==> src/rtl/clk_div_sel.sv <==
// ---------------------------------------------------------------------------
// clk_div_sel
//
// Rate-selectable divided-clock / clock-enable generator. A four-entry table
// of half-periods (HALF0..HALF3, in clk_in cycles) is indexed by the rate
// currently in effect. Requested rate and output mode are only adopted on a
// full-period boundary, so clk_out never produces a runt high or low phase.
//
// Ports:
//   clk_in      in   1  system clock, all logic on its rising edge
//   rst_n       in   1  synchronous active-low reset
//   en          in   1  count enable; 0 freezes the divider
//   sel         in   2  requested rate index
//   mode        in   1  requested output mode (0 = square, 1 = pulse)
//   clk_out     out  1  divided output (registered)
//   tick        out  1  one-cycle strobe per full period (registered)
//   active_sel  out  2  rate index currently in effect
// ---------------------------------------------------------------------------
module clk_div_sel #(
    parameter int unsigned CNT_W = 32,
    parameter int unsigned HALF0 = 5_000_000,
    parameter int unsigned HALF1 = 2_500_000,
    parameter int unsigned HALF2 = 1_250_000,
    parameter int unsigned HALF3 = 625_000
) (
    input  logic       clk_in,
    input  logic       rst_n,
    input  logic       en,
    input  logic [1:0] sel,
    input  logic       mode,
    output logic       clk_out,
    output logic       tick,
    output logic [1:0] active_sel
);

    typedef enum logic {
        MODE_SQUARE = 1'b0,
        MODE_PULSE  = 1'b1
    } mode_e;

    logic [CNT_W-1:0] cnt_q, cnt_d;
    logic             ph_q, ph_d;
    logic [1:0]       active_sel_q, active_sel_d;
    mode_e            active_mode_q, active_mode_d;
    logic             tick_q, tick_d;
    logic             clk_out_q, clk_out_d;

    logic [CNT_W-1:0] term_cnt;
    logic             at_term;

    // Terminal count for the rate in effect (HALF - 1).
    always_comb begin
        unique case (active_sel_q)
            2'd0:    term_cnt = CNT_W'(HALF0 - 1);
            2'd1:    term_cnt = CNT_W'(HALF1 - 1);
            2'd2:    term_cnt = CNT_W'(HALF2 - 1);
            default: term_cnt = CNT_W'(HALF3 - 1);
        endcase
    end

    assign at_term = (cnt_q == term_cnt);

    // NOTE: every signal written here gets a default first, so no path can
    // leave one unassigned and infer a latch.
    always_comb begin
        cnt_d         = cnt_q;
        ph_d          = ph_q;
        active_sel_d  = active_sel_q;
        active_mode_d = active_mode_q;
        tick_d        = 1'b0;
        clk_out_d     = clk_out_q;

        if (en) begin
            if (at_term) begin
                cnt_d = '0;
                ph_d  = ~ph_q;
                // Leaving the high phase closes a full period: strobe and
                // adopt the requested rate/mode for the next period.
                if (ph_q) begin
                    tick_d        = 1'b1;
                    active_sel_d  = sel;
                    active_mode_d = mode_e'(mode);
                end
            end else begin
                cnt_d = cnt_q + CNT_W'(1);
            end
            // Mode adopted at a boundary already governs the boundary's own
            // output value; in both modes that value is the period start.
            clk_out_d = (active_mode_d == MODE_PULSE) ? tick_d : ph_d;
        end else if (active_mode_q == MODE_PULSE) begin
            clk_out_d = 1'b0;
        end
    end

    // NOTE: sequential state uses non-blocking assignments only, so every
    // register samples the pre-edge values regardless of statement order.
    always_ff @(posedge clk_in) begin
        if (!rst_n) begin
            cnt_q         <= '0;
            ph_q          <= 1'b0;
            active_sel_q  <= 2'd0;
            active_mode_q <= MODE_SQUARE;
            tick_q        <= 1'b0;
            clk_out_q     <= 1'b0;
        end else begin
            cnt_q         <= cnt_d;
            ph_q          <= ph_d;
            active_sel_q  <= active_sel_d;
            active_mode_q <= active_mode_d;
            tick_q        <= tick_d;
            clk_out_q     <= clk_out_d;
        end
    end

    assign clk_out    = clk_out_q;
    assign tick       = tick_q;
    assign active_sel = active_sel_q;

endmodule

==> config.mk <==
export PLATFORM = sky130hd
export DESIGN_NAME = clk_div_sel
export DESIGN_NICKNAME = d
export VERILOG_FILES = /design/src/rtl/clk_div_sel.sv
export SDC_FILE = /design/constraint.sdc
export NUM_CORES = 1
export LEC_CHECK = 0
export CORE_MARGIN = 2
export CORE_UTILIZATION = 40
export CTS_CLUSTER_SIZE = 30
export DETAILED_ROUTE_END_ITERATION = 8
export GPL_ROUTABILITY_DRIVEN = 0
export GPL_TIMING_DRIVEN = 0
export MAX_ROUTING_LAYER = met4
export SETUP_SLACK_MARGIN = 0.3
export SLEW_MARGIN = 10
export SYNTH_ARGS = -nofsm -noshare
export SYNTH_HDL_FRONTEND = slang
export SYNTH_SLANG_ARGS = --single-unit
==> constraint.sdc <==
create_clock -name clk_in -period 7.05 [get_ports clk_in]
set_clock_uncertainty 0.2 [all_clocks]
set_input_delay 0.705 -clock clk_in [delete_from_list [all_inputs] [get_ports clk_in]]
set_output_delay 0.705 -clock clk_in [all_outputs]
set_load 0.005 [all_outputs]
==> results.txt, run 1 <==
----------------------------------------------------
[Status]
  Run status ... finished clean

[Synthesis]
  Count of different cell masters after synthesis ... 40
  Post-Synthesis Cell Area ... 2070 um2
  Net count after synthesis ... 256
  Proportion of synthesized chip area in sequential cells ... 36.8%
  Mean area per synthesized cell ... 8.51 um2
  Cells after synthesis ... between 200 and 250
  Number of warnings reported in the yosys synthesis log ... 0
  Flip-flop and latch count after synthesis ... 38

[Setup path]
  Required @ worst endpoint ... approximately 7 ns
  Peak fanout along the critical path ... 7
  Crit path DAT ... 3.15 ns
  Beginning of the worst register-to-register path ... active_sel[0]
  Number of cell instances on the worst register-to-register path ... 10
  Capturing element type of the critical path ... flop
  Worst setup slack for register-to-register paths ... about 4 ns
  Terminus of the critical flop-to-flop path ... clk_out
  Type of element launching the critical path ... flop
  Critical path class ... flop to flop

[Layout]
  Fill count ... a little under 500
  Count of nets after finishing ... about 270
  Commonest cells after routing, fill and taps aside ... dfxtp_1 (38), nor2_1 (35), xor2_1 (22), nand4_1 (17), nand2_1 (16)
  Total inserted antenna cells ... 0
  Sequential cell area ... 761 um2
  Leading cell type in the layout, fill and taps excluded ... dfxtp_1
  Fraction of final layout cells sized beyond drive strength 1 ... 7.34%
  Multi-input gate area ... 1210 um2
  Relative area change from synthesis to final layout ... 15.0%
  Fraction of the core area covered by cells at the end of the flow ... approximately 47%

[Pwr]
  Standby leakage power ... ~0.85 nW
  Cell area power density ... roughly 200 nW/um2
  Power Total ... 0.464 mW
  Worst vdd rail ir drop ... around 0.12 mV

[Timing]
  Fraction of the cycle the final worst path needs ... 44.1%
  Slew Limit Fails ... 0
  Slew of the pin with the lowest slew margin ... 0.755 ns
  Worst-case headroom to the max-slew limit ... 49.3%
  RSZ-0062 raised after global routing ... false
  Max Clk Rate ... about 0.32 GHz
  Final hold violation count ... 0
  Setup TNS ... 0 ns
  Finish-stage setup viols ... 0
  Clock period minus worst slack ... between 3 and 4 ns

[Clocking]
  Post-cts repair resize count ... 0
  Clock root buffer master ... clkbuf_8
  Max clock buf depth ... 2
  Maximum level of the CTS H-tree ... 2
  Buffers inserted by post-CTS timing repair ... 0
  Number of hold buffers added after cts ... 0
  Number of buffers added by the clock tree synthesis step ... 5
  Clock-pin slew of the registers on the worst-case setup and hold paths ... roughly 0.08 ns
  TritonCTS clock tree ... done
  Clock latency on the worst-skew pair ... 0.30 ns
  Clock Sink Count ... 38

[Global routing]
  Overflow after GRT ... 0
  Met3 GRT Util ... 4.05%
  Number of global-route vias before repair ... 1606
  Initial antenna violation count ... 0
  Global-route wire length before repair ... 7580 um
  Met2 capacity usage during global routing ... 25.6%
  Peak-usage layer in the global routing report ... met2
  Largest net degree at the start of global routing ... 13
  Met1 track demand over resource in global routing ... roughly a fifth
  GRT Overall Usage ... ~17%

[Hold path]
  Worst hold path stage count ... 2
  Worst min-delay path class ... flop to flop
  Worst hold path endpoint ... cnt_q[31]
  Critical hold path startpoint ... cnt_q[31]

[Die]
  Standard cell core area ... roughly 5000 um2
  Standard-cell row count ... 26
  Full die area ... a little under 6000 um2
  Die outline width ... 75.9 um
  Num ports ... 10
  Initial core utilization ... between 40% and 50%
  Die Y ... between 70 and 80 um

[Drt]
  Via Count ... 1697
  Wire length reported by the detailed router ... 4300 um
  First-pass DRT Iterations ... 4
  Number of vias per cell after detailed routing ... roughly 5.2
  Detailed-route wire length per cell ... roughly 13 um
  Detailed-route DRC error count ... 0
  Iteration-0 DRC count of the detailed router ... 93
  Number of routed nets with antenna violations ... 0

[Placed design]
  Number of port buffers ... 8
  HPWL after detailed placement ... between 3000 and 4000 um

[Flow run]
  Max-cap violations ... 0

----------------------------------------------------
-- kinds of logic after synthesis --
kind of cell	after synthesis	share of synthesized area, %
flops	38	36.8
compound gates	27	9.56
xor+xnor	29	12.3
simple gates	117	30.1
mux	5	2.42
buf+inv	20	4.60
fa+ha+maj	7	4.23
-- registers in the layout, summed over array words and instances (netlist names) --
signal	flops
cnt_q	32
active_sel	2
active_mode_q	1
clk_out	1
ph_q	1
tick	1
-- stage by stage --
| stage | setup slack, ns | cell area, um2 | hold WS [ns] | cells |
|---|---|---|---|---|
| finish | 3.94 | 2380 | 0.307 | 329 |
| global placement | 3.98 | 2240 | 0.271 | 321 |
| detailed placement | 3.92 | 2240 | 0.294 | 321 |
| global route | 3.75 | 2380 | 0.350 | 329 |
| CTS | 3.95 | 2380 | 0.307 | 329 |
| floorplan | 4.24 | 2070 | 0.258 | 243 |
-- routing by layer --
layer | vias to the layer above | wire (um)
li1 | 880 | -
met1 | 787 | 2160
met2 | 19 | 1920
met3 | 11 | 131
met4 | 0 | 85
met5 | - | 0
-- worst max-delay path by stage --
stage / startpoint / end / slack (ns) / depth (start not counted)
6_report: active_sel[0] / clk_out / 3.94 / 10
5_1_grt: active_sel[0] / clk_out / 3.75 / 10
4_1_cts: active_sel[0] / clk_out / 3.95 / 10
3_5_place_dp: en / cnt_q[27] / 3.92 / 6
3_3_place_gp: en / cnt_q[27] / 3.98 / 6
2_1_floorplan: active_sel[0] / clk_out / 4.24 / 10
-- synth_stat cells (all sizes together) --
library cell	instances	area (um2)
dfxtp	38	761
nor2	35	131
xor2	22	193
nand4	17	106
nand2	16	60.1
nand3	11	55.1
inv	10	37.5
nor3	9	50.1
and3	7	43.8
ha	7	87.6
xnor2	7	61.3
o21a	6	45.0
or3	6	37.5
a21oi	5	25.0
buf	5	38.8
clkbuf	5	18.8
mux2i	5	50.1
o21ai	5	25.0
nor2b	3	18.8
or4	3	22.5
and2	2	12.5
and4	2	17.5
nor4b	2	30.0
o211ai	2	15.0
o31ai	2	28.8
a211oi	1	7.51
a21bo	1	10.0
a22oi	1	7.51
nand3b	1	7.51
nor4bb	1	10.0
o2111ai	1	8.76
o21bai	1	7.51
o221ai	1	8.76
o2bb2ai	1	8.76
or3b	1	8.76
or4bb	1	11.3
-- worst max-delay path, cell delays in order (launching register included) --
cell	delay [ns]
dfxtp_1	0.48
inv_1	0.11
ha_1	0.34
or4bb_1	0.47
o2bb2ai_1	0.22
o211ai_1	0.25
nor2_1	0.16
ha_1	0.20
mux2i_1	0.07
or4_1	0.46
nand3_1	0.09
-- layout make-up --
class                   count  share of cell area, %
multi-input cells         185                   51.0
flip-flops and latches     38                   32.0
well taps                  70                   3.68
clock buffers               6                   3.47
repair buffers              8                   3.37
clock inverters             2                   2.52
plain buffers              10                   2.42
inverters                  10                   1.58
-- where the power goes --
| part | internal [mW] | switching, mW |
|---|---|---|
| registers | 0.216 | 0.00130 |
| clock network | 0.151 | 0.0824 |
| logic | 0.00619 | 0.00767 |
(Power assumes the default switching activity.)
==> inputs of run 2 (changes only) <==
clock period = 3.2 ns   (was 7.05 ns; I/O delays follow)
==> results.txt, run 2 (synthesis gave the netlist of run 1 again) <==
----------------------------------------------------
[Die]
  Standard-cell row count ... 26 (unchanged)
  Num ports ... 10 (unchanged)
  Standard cell core area ... 5040 um2 (unchanged)
  Die Y ... 75.9 um (unchanged)
  Die outline width ... 75.9 um (unchanged)
  Full die area ... 5760 um2 (unchanged)
  Initial core utilization ... 41.0% (unchanged)

[Drt]
  Via Count ... 1752 (+3.2%)
  Wire length reported by the detailed router ... 4450 um (+3.4%)
  Detailed-route wire length per cell ... 13.3 um (+1.9%)
  Detailed-route DRC error count ... 0 (unchanged)
  Number of vias per cell after detailed routing ... 5.25 (+1.7%)
  First-pass DRT Iterations ... 4 (unchanged)
  Iteration-0 DRC count of the detailed router ... 93 (unchanged)
  Number of routed nets with antenna violations ... 0 (unchanged)

[Setup path]
  Type of element launching the critical path ... flop
  Crit path depth ... 11 (+1)
  Most frequent cell on the critical path ... ha_2
  Chain of cells forming the critical path ... inv_2 > ha_2 > a21bo_2 > nand4_1 > or4_4 > buf_8 > nor2_2 > ha_2 > mux2i_1 > or4_1 > nand3_1
  Library cell contributing the largest single delay on the critical path ... or4_4
  CP delay by family, top ... simple AND/OR/NAND/NOR gates
  Critical path class ... flop to flop
  Crit path DAT ... 2.83 ns (-0.32 ns)
  Peak fanout along the critical path ... 6 (-1)
  Critical path's largest stage delay ... 0.55 ns (+0.07 ns)
  Number of buffer and inverter stages on the critical path ... 2 (+1)
  Required @ worst endpoint ... 3.24 ns (-3.85 ns)
  Number of cell instances on the worst register-to-register path ... 11 (+1)
  Capturing element type of the critical path ... flop

[Pwr]
  Internal power ... 0.822 mW (+120%)
  Cell area power density ... 408 nW/um2 (+110%)
  Net Sw Power ... 0.200 mW (+120%)
  Share of power burned in combinational logic ... 3.1% (about the same)
  Switching part of the total ... 19.6% (-0.13 points)
  Worst vdd rail ir drop ... 0.273 mV (+120%)
  Standby leakage power ... 0.876 nW (+2.7%)
  Sequential group share of total power ... 46.8% (about the same)
  Clock group share of total power ... 50.1% (-0.2 points)

[Layout]
  Relative area change from synthesis to final layout ... 20.9%
  Flip-flop count of the largest register after layout ... 32 (unchanged)
  Count of nets after finishing ... 276 (+1.8%)
  Commonest cells after routing, fill and taps aside ... nor2_1 (34), dfxtp_1 (34), xor2_1 (22), nand4_1 (17), nand2_1 (16)
  Fraction of final layout cells sized beyond drive strength 1 ... 15.2% (+7.8 points)
  Fraction of the core area covered by cells at the end of the flow ... 49.6% (+2.4 points)
  Total inserted antenna cells ... 0 (unchanged)
  Register name with the most flops ... cnt_q

[Timing]
  Slew of the pin with the lowest slew margin ... 0.768 ns (+0.0124 ns)
  RSZ-0062 raised after global routing ... false
  Max Clk Rate ... 0.358 GHz (+11%)
  Slew Limit Fails ... 0 (unchanged)
  Setup TNS ... 0 ns (unchanged)
  Fraction of the cycle the final worst path needs ... 87.3% (+43 points)
  Worst-case headroom to the max-slew limit ... 48.4% (-0.83 points)
  Finish-stage setup viols ... 0 (unchanged)
  Final hold violation count ... 0 (unchanged)
  Clock period minus worst slack ... 2.79 ns (-0.318 ns)

[Clocking]
  Max clock buf depth ... 2 (unchanged)
  TritonCTS clock tree ... done
  Number of buffers added by the clock tree synthesis step ... 5 (unchanged)
  Maximum level of the CTS H-tree ... 2 (unchanged)
  Number of hold buffers added after cts ... 0 (unchanged)
  Clock root buffer master ... clkbuf_8
  Clock-pin slew of the registers on the worst-case setup and hold paths ... 0.08 ns (about the same)
  Clock Sink Count ... 38 (unchanged)
  Clock latency on the worst-skew pair ... 0.29 ns (about the same)

[Global routing]
  Overflow after GRT ... 0 (unchanged)
  Number of global-route vias before repair ... 1611 (+0.31%)
  Initial antenna violation count ... 0 (unchanged)
  Largest net degree at the start of global routing ... 13 (unchanged)
  GRT Overall Usage ... 16.8% (+0.078 points)
  Global-route wire length before repair ... 7610 um (+0.45%)

[Status]
  Run status ... finished clean

[Flow run]
  Max-cap violations ... 0 (unchanged)

[Placed design]
  HPWL after detailed placement ... 3160 um (unchanged)
  Number of port buffers ... 8 (unchanged)

[Hold path]
  Worst hold path stage count ... 2 (unchanged)
  Worst min-delay path class ... primary input to flop

----------------------------------------------------
[run 2: changes by cell type in the layout (fill, tap and decap cells not counted), sizes merged]
| cell | change |
|---|---|
| buf | +5 |
[run 2: worst reg2reg max path, delay by kind of cell, from the launching register on]
family          cells  cell delay, ns
compound gates      1            0.19
fa+ha+maj           2            0.37
buf+inv             2            0.22
flops               1            0.38
mux                 1            0.06
simple gates        5            1.32
[run 2: final timing paths]
path                       from            end  slack, ns
setup / recovery  active_sel[1]        clk_out       0.41
setup reg to reg  active_sel[1]        clk_out       0.41
hold / removal            rst_n  active_sel[1]       0.23
hold reg to reg         clk_out        clk_out       0.31
[run 2: power by group through the flow]
stage                     Clock (mW)  Combinational [mW]  Sequential [mW]
after floorplan                    0              0.0203            0.489
after global placement             0              0.0310            0.489
after detailed placement           0              0.0310            0.489
after CTS                      0.528              0.0317            0.478
after global routing           0.544              0.0362            0.478
final                          0.511              0.0320            0.478
[run 2: repair_timing]
item	4_1_cts	5_1_grt
setup endpoints to repair	1	31
buffers inserted	1	4
resized for setup	5	17
hold endpoints to repair	0	0
pin swaps	0	5
[run 2: layout make-up]
cell class / instances / area [um2]
multi-input cells: 185 / 1280
plain buffers: 10 / 61.3
well taps: 70 / 87.6
clock inverters: 2 / 60.1
fillers: 473 / 2540
flip-flops and latches: 38 / 771
inverters: 10 / 37.5
clock buffers: 6 / 82.6
repair buffers: 13 / 118
[run 2: per-stage QoR]
stage               power (mW)  instance area [um2]  instances  worst slack [ns]  hold slack (ns)
detailed placement       0.520                 2240        321             0.112            0.294
CTS                       1.04                 2390        330             0.302            0.247
finish                    1.02                 2500        334             0.407            0.233
floorplan                0.509                 2070        243             0.389            0.258
global placement         0.520                 2240        321             0.159            0.271
global route              1.06                 2500        334             0.305            0.255
[run 2: per-layer routing]
layer	part of all wire, %	up-vias	global-route usage (%)
li1	-	891	-
met1	49	821	21.5
met2	45	26	25.7
met3	3.5	14	4.05
met4	2.3	0	6.91
met5	0	-	-
==> inputs of run 3 (changes only) <==
clock period = 3.05 ns   (was 3.2 ns; I/O delays follow)
==> results.txt, run 3 (synthesis gave the netlist of run 1 again) <==
----------------------------------------------------
[Die]
  Initial core utilization ... 41.0% (unchanged)
  Die Y ... 75.9 um (unchanged)
  Standard cell core area ... 5040 um2 (unchanged)
  Num ports ... 10 (unchanged)
  Full die area ... 5760 um2 (unchanged)
  Die outline width ... 75.9 um (unchanged)
  Standard-cell row count ... 26 (unchanged)

[Global routing]
  Global-route wire length before repair ... 7730 um (+1.6%)
  Overflow after GRT ... 0 (unchanged)
  GRT Overall Usage ... 17.0% (+0.19 points)
  Number of global-route vias before repair ... 1668 (+3.5%)
  Initial antenna violation count ... 0 (unchanged)
  Largest net degree at the start of global routing ... 11 (-2)

[Setup path]
  Number of cell instances on the worst register-to-register path ... 13 (+2)
  Peak fanout along the critical path ... 6 (unchanged)
  Type of element launching the critical path ... flop
  Library cell contributing the largest single delay on the critical path ... or4_4
  Required @ worst endpoint ... 3.02 ns (-0.22 ns)
  Chain of cells forming the critical path ... buf_6 > ha_4 > a21bo_2 > nand4_1 > or4_4 > buf_6 > nor2_4 > ha_4 > buf_6 > mux2i_1 > nor2_1 > o31ai_2 > nand3_1
  Critical path class ... flop to flop
  Capturing element type of the critical path ... flop
  Number of buffer and inverter stages on the critical path ... 3 (+1)
  Crit path DAT ... 2.69 ns (-0.14 ns)
  Most frequent cell on the critical path ... buf_6
  CP delay by family, top ... simple AND/OR/NAND/NOR gates
  Critical path's largest stage delay ... 0.57 ns (+0.02 ns)
  Beginning of the worst register-to-register path ... active_sel[0]
  Worst setup slack for register-to-register paths ... 0.33 ns (-0.07 ns)
  Terminus of the critical flop-to-flop path ... clk_out

[Drt]
  Number of vias per cell after detailed routing ... 5.03 (-4.2%)
  Iteration-0 DRC count of the detailed router ... 108 (+16%)
  Detailed-route DRC error count ... 0 (unchanged)
  Detailed-route wire length per cell ... 13.0 um (-2.3%)
  Via Count ... 1719 (-1.9%)
  Wire length reported by the detailed router ... 4450 um (unchanged)
  First-pass DRT Iterations ... 4 (unchanged)
  Number of routed nets with antenna violations ... 0 (unchanged)
  Routed length on met2 ... 1970 um (-1.9%)
  Routed metal-1 wire length ... 2320 um (+6.5%)
  Uppermost signal routing layer after detailed routing ... met4
  Amount of wire on met3 after detailed routing ... 86 um (-45%)

[Layout]
  Fill count ... 477 (+0.85%)
  Register name with the most flops ... cnt_q
  Total inserted antenna cells ... 0 (unchanged)
  Relative area change from synthesis to final layout ... 23.7%
  Flip-flop count of the largest register after layout ... 32 (unchanged)
  Fraction of final layout cells sized beyond drive strength 1 ... 18.0% (+2.9 points)
  Count of nets after finishing ... 286 (+3.6%)
  Commonest cells after routing, fill and taps aside ... nor2_1 (34), dfxtp_1 (34), xor2_1 (22), nand4_1 (17), nand2_1 (16)

[Timing]
  Final hold violation count ... 0 (unchanged)
  Slew Limit Fails ... 0 (unchanged)
  Fraction of the cycle the final worst path needs ... 89.1% (+1.8 points)
  Finish-stage setup viols ... 0 (unchanged)
  Clock period minus worst slack ... 2.72 ns (-0.0758 ns)
  Setup TNS ... 0 ns (unchanged)
  Slew of the pin with the lowest slew margin ... 0.744 ns (-0.0237 ns)
  RSZ-0062 raised after global routing ... true
  Min Hold Slack ... 0.234 ns (+0.00110 ns)
  Max Clk Rate ... 0.368 GHz (+2.8%)
  Worst setup margin ... 0.333 ns (-0.0742 ns)
  Worst-case headroom to the max-slew limit ... 50.0% (+1.6 points)

[Pwr]
  Cell area power density ... 345 nW/um2 (-16%)
  Standby leakage power ... 0.909 nW (+3.8%)
  Worst vdd rail ir drop ... 0.284 mV (+3.8%)

[Flow run]
  Max-cap violations ... 0 (unchanged)

[Placed design]
  Number of port buffers ... 8 (unchanged)
  Placement-stage worst setup slack ... 0.0450 ns (-0.0669 ns)
  HPWL after detailed placement ... 3100 um (-2.0%)

[Clocking]
  Clock root buffer master ... clkbuf_8
  Maximum level of the CTS H-tree ... 2 (unchanged)
  Max clock buf depth ... 2 (unchanged)
  TritonCTS clock tree ... done
  Clock latency on the worst-skew pair ... 0.29 ns (about the same)
  Clock-pin slew of the registers on the worst-case setup and hold paths ... 0.07 ns (about the same)
  Clock Sink Count ... 38 (unchanged)
  Number of buffers added by the clock tree synthesis step ... 5 (unchanged)

[Hold path]
  Worst min-delay path class ... primary input to flop
  Worst hold path stage count ... 2 (unchanged)
  Worst hold path endpoint ... active_sel[1]
  Critical hold path startpoint ... rst_n

[Status]
  Run status ... finished clean

----------------------------------------------------
==> run 3: what timing repair did <==
item,CTS,global route
hold endpoints to repair,0,0
gates cloned,0,0
buffers inserted,8,7
pin swaps,11,7
hold buffers,0,0
setup endpoints to repair,1,31
gates resized for setup,19,11
==> run 3: final cells by class <==
type | count | area, um2 | share of cell area, %
multi-input combinational | 185 | 1310 | 51.0
sequential | 38 | 771 | 30.1
timing repair buffer | 23 | 200 | 7.83
tap | 70 | 87.6 | 3.42
clock buffer | 6 | 82.6 | 3.23
buffer | 10 | 68.8 | 2.69
inverter | 10 | 42.5 | 1.66
==> run 3: how the worst max path moves through the flow <==
stage	start	endpoint	slack (ns)	cells past startpoint
CTS	active_sel[1]	clk_out	0.25	12
global route	active_sel[0]	clk_out	0.23	13
detailed placement	active_sel[1]	clk_out	0.05	10
finish	active_sel[0]	clk_out	0.33	13
floorplan	active_sel[1]	clk_out	0.31	10
global placement	active_sel[1]	clk_out	0.09	10
==> run 3: report_power, final <==
group	switching [mW]	leakage, nW	internal, mW
Sequential	0.00430	0.309	0.498
Combinational	0.0186	0.558	0.0174
Clock	0.170	0.0431	0.174
Total	0.193	0.909	0.689
==> run 3: per-stage QoR <==
stage / std cells / power (mW) / cell area [um2] / utilization (%)
final: 342 / 0.882 / 2560 / 50.7
after floorplan: 243 / 0.534 / 2070 / -
after detailed placement: 321 / 0.546 / 2240 / 44.4
after global routing: 342 / 0.918 / 2560 / 50.7
after global placement: 321 / 0.546 / 2240 / 44.4
after CTS: 335 / 0.889 / 2450 / 48.7
==> run 3: per-layer routing <==
metal / up-vias / GRT usage [%]
met1: 789 / 22.5
met5: - / -
met3: 5 / 4.05
met2: 13 / 24.7
li1: 912 / -
met4: 0 / 7.64
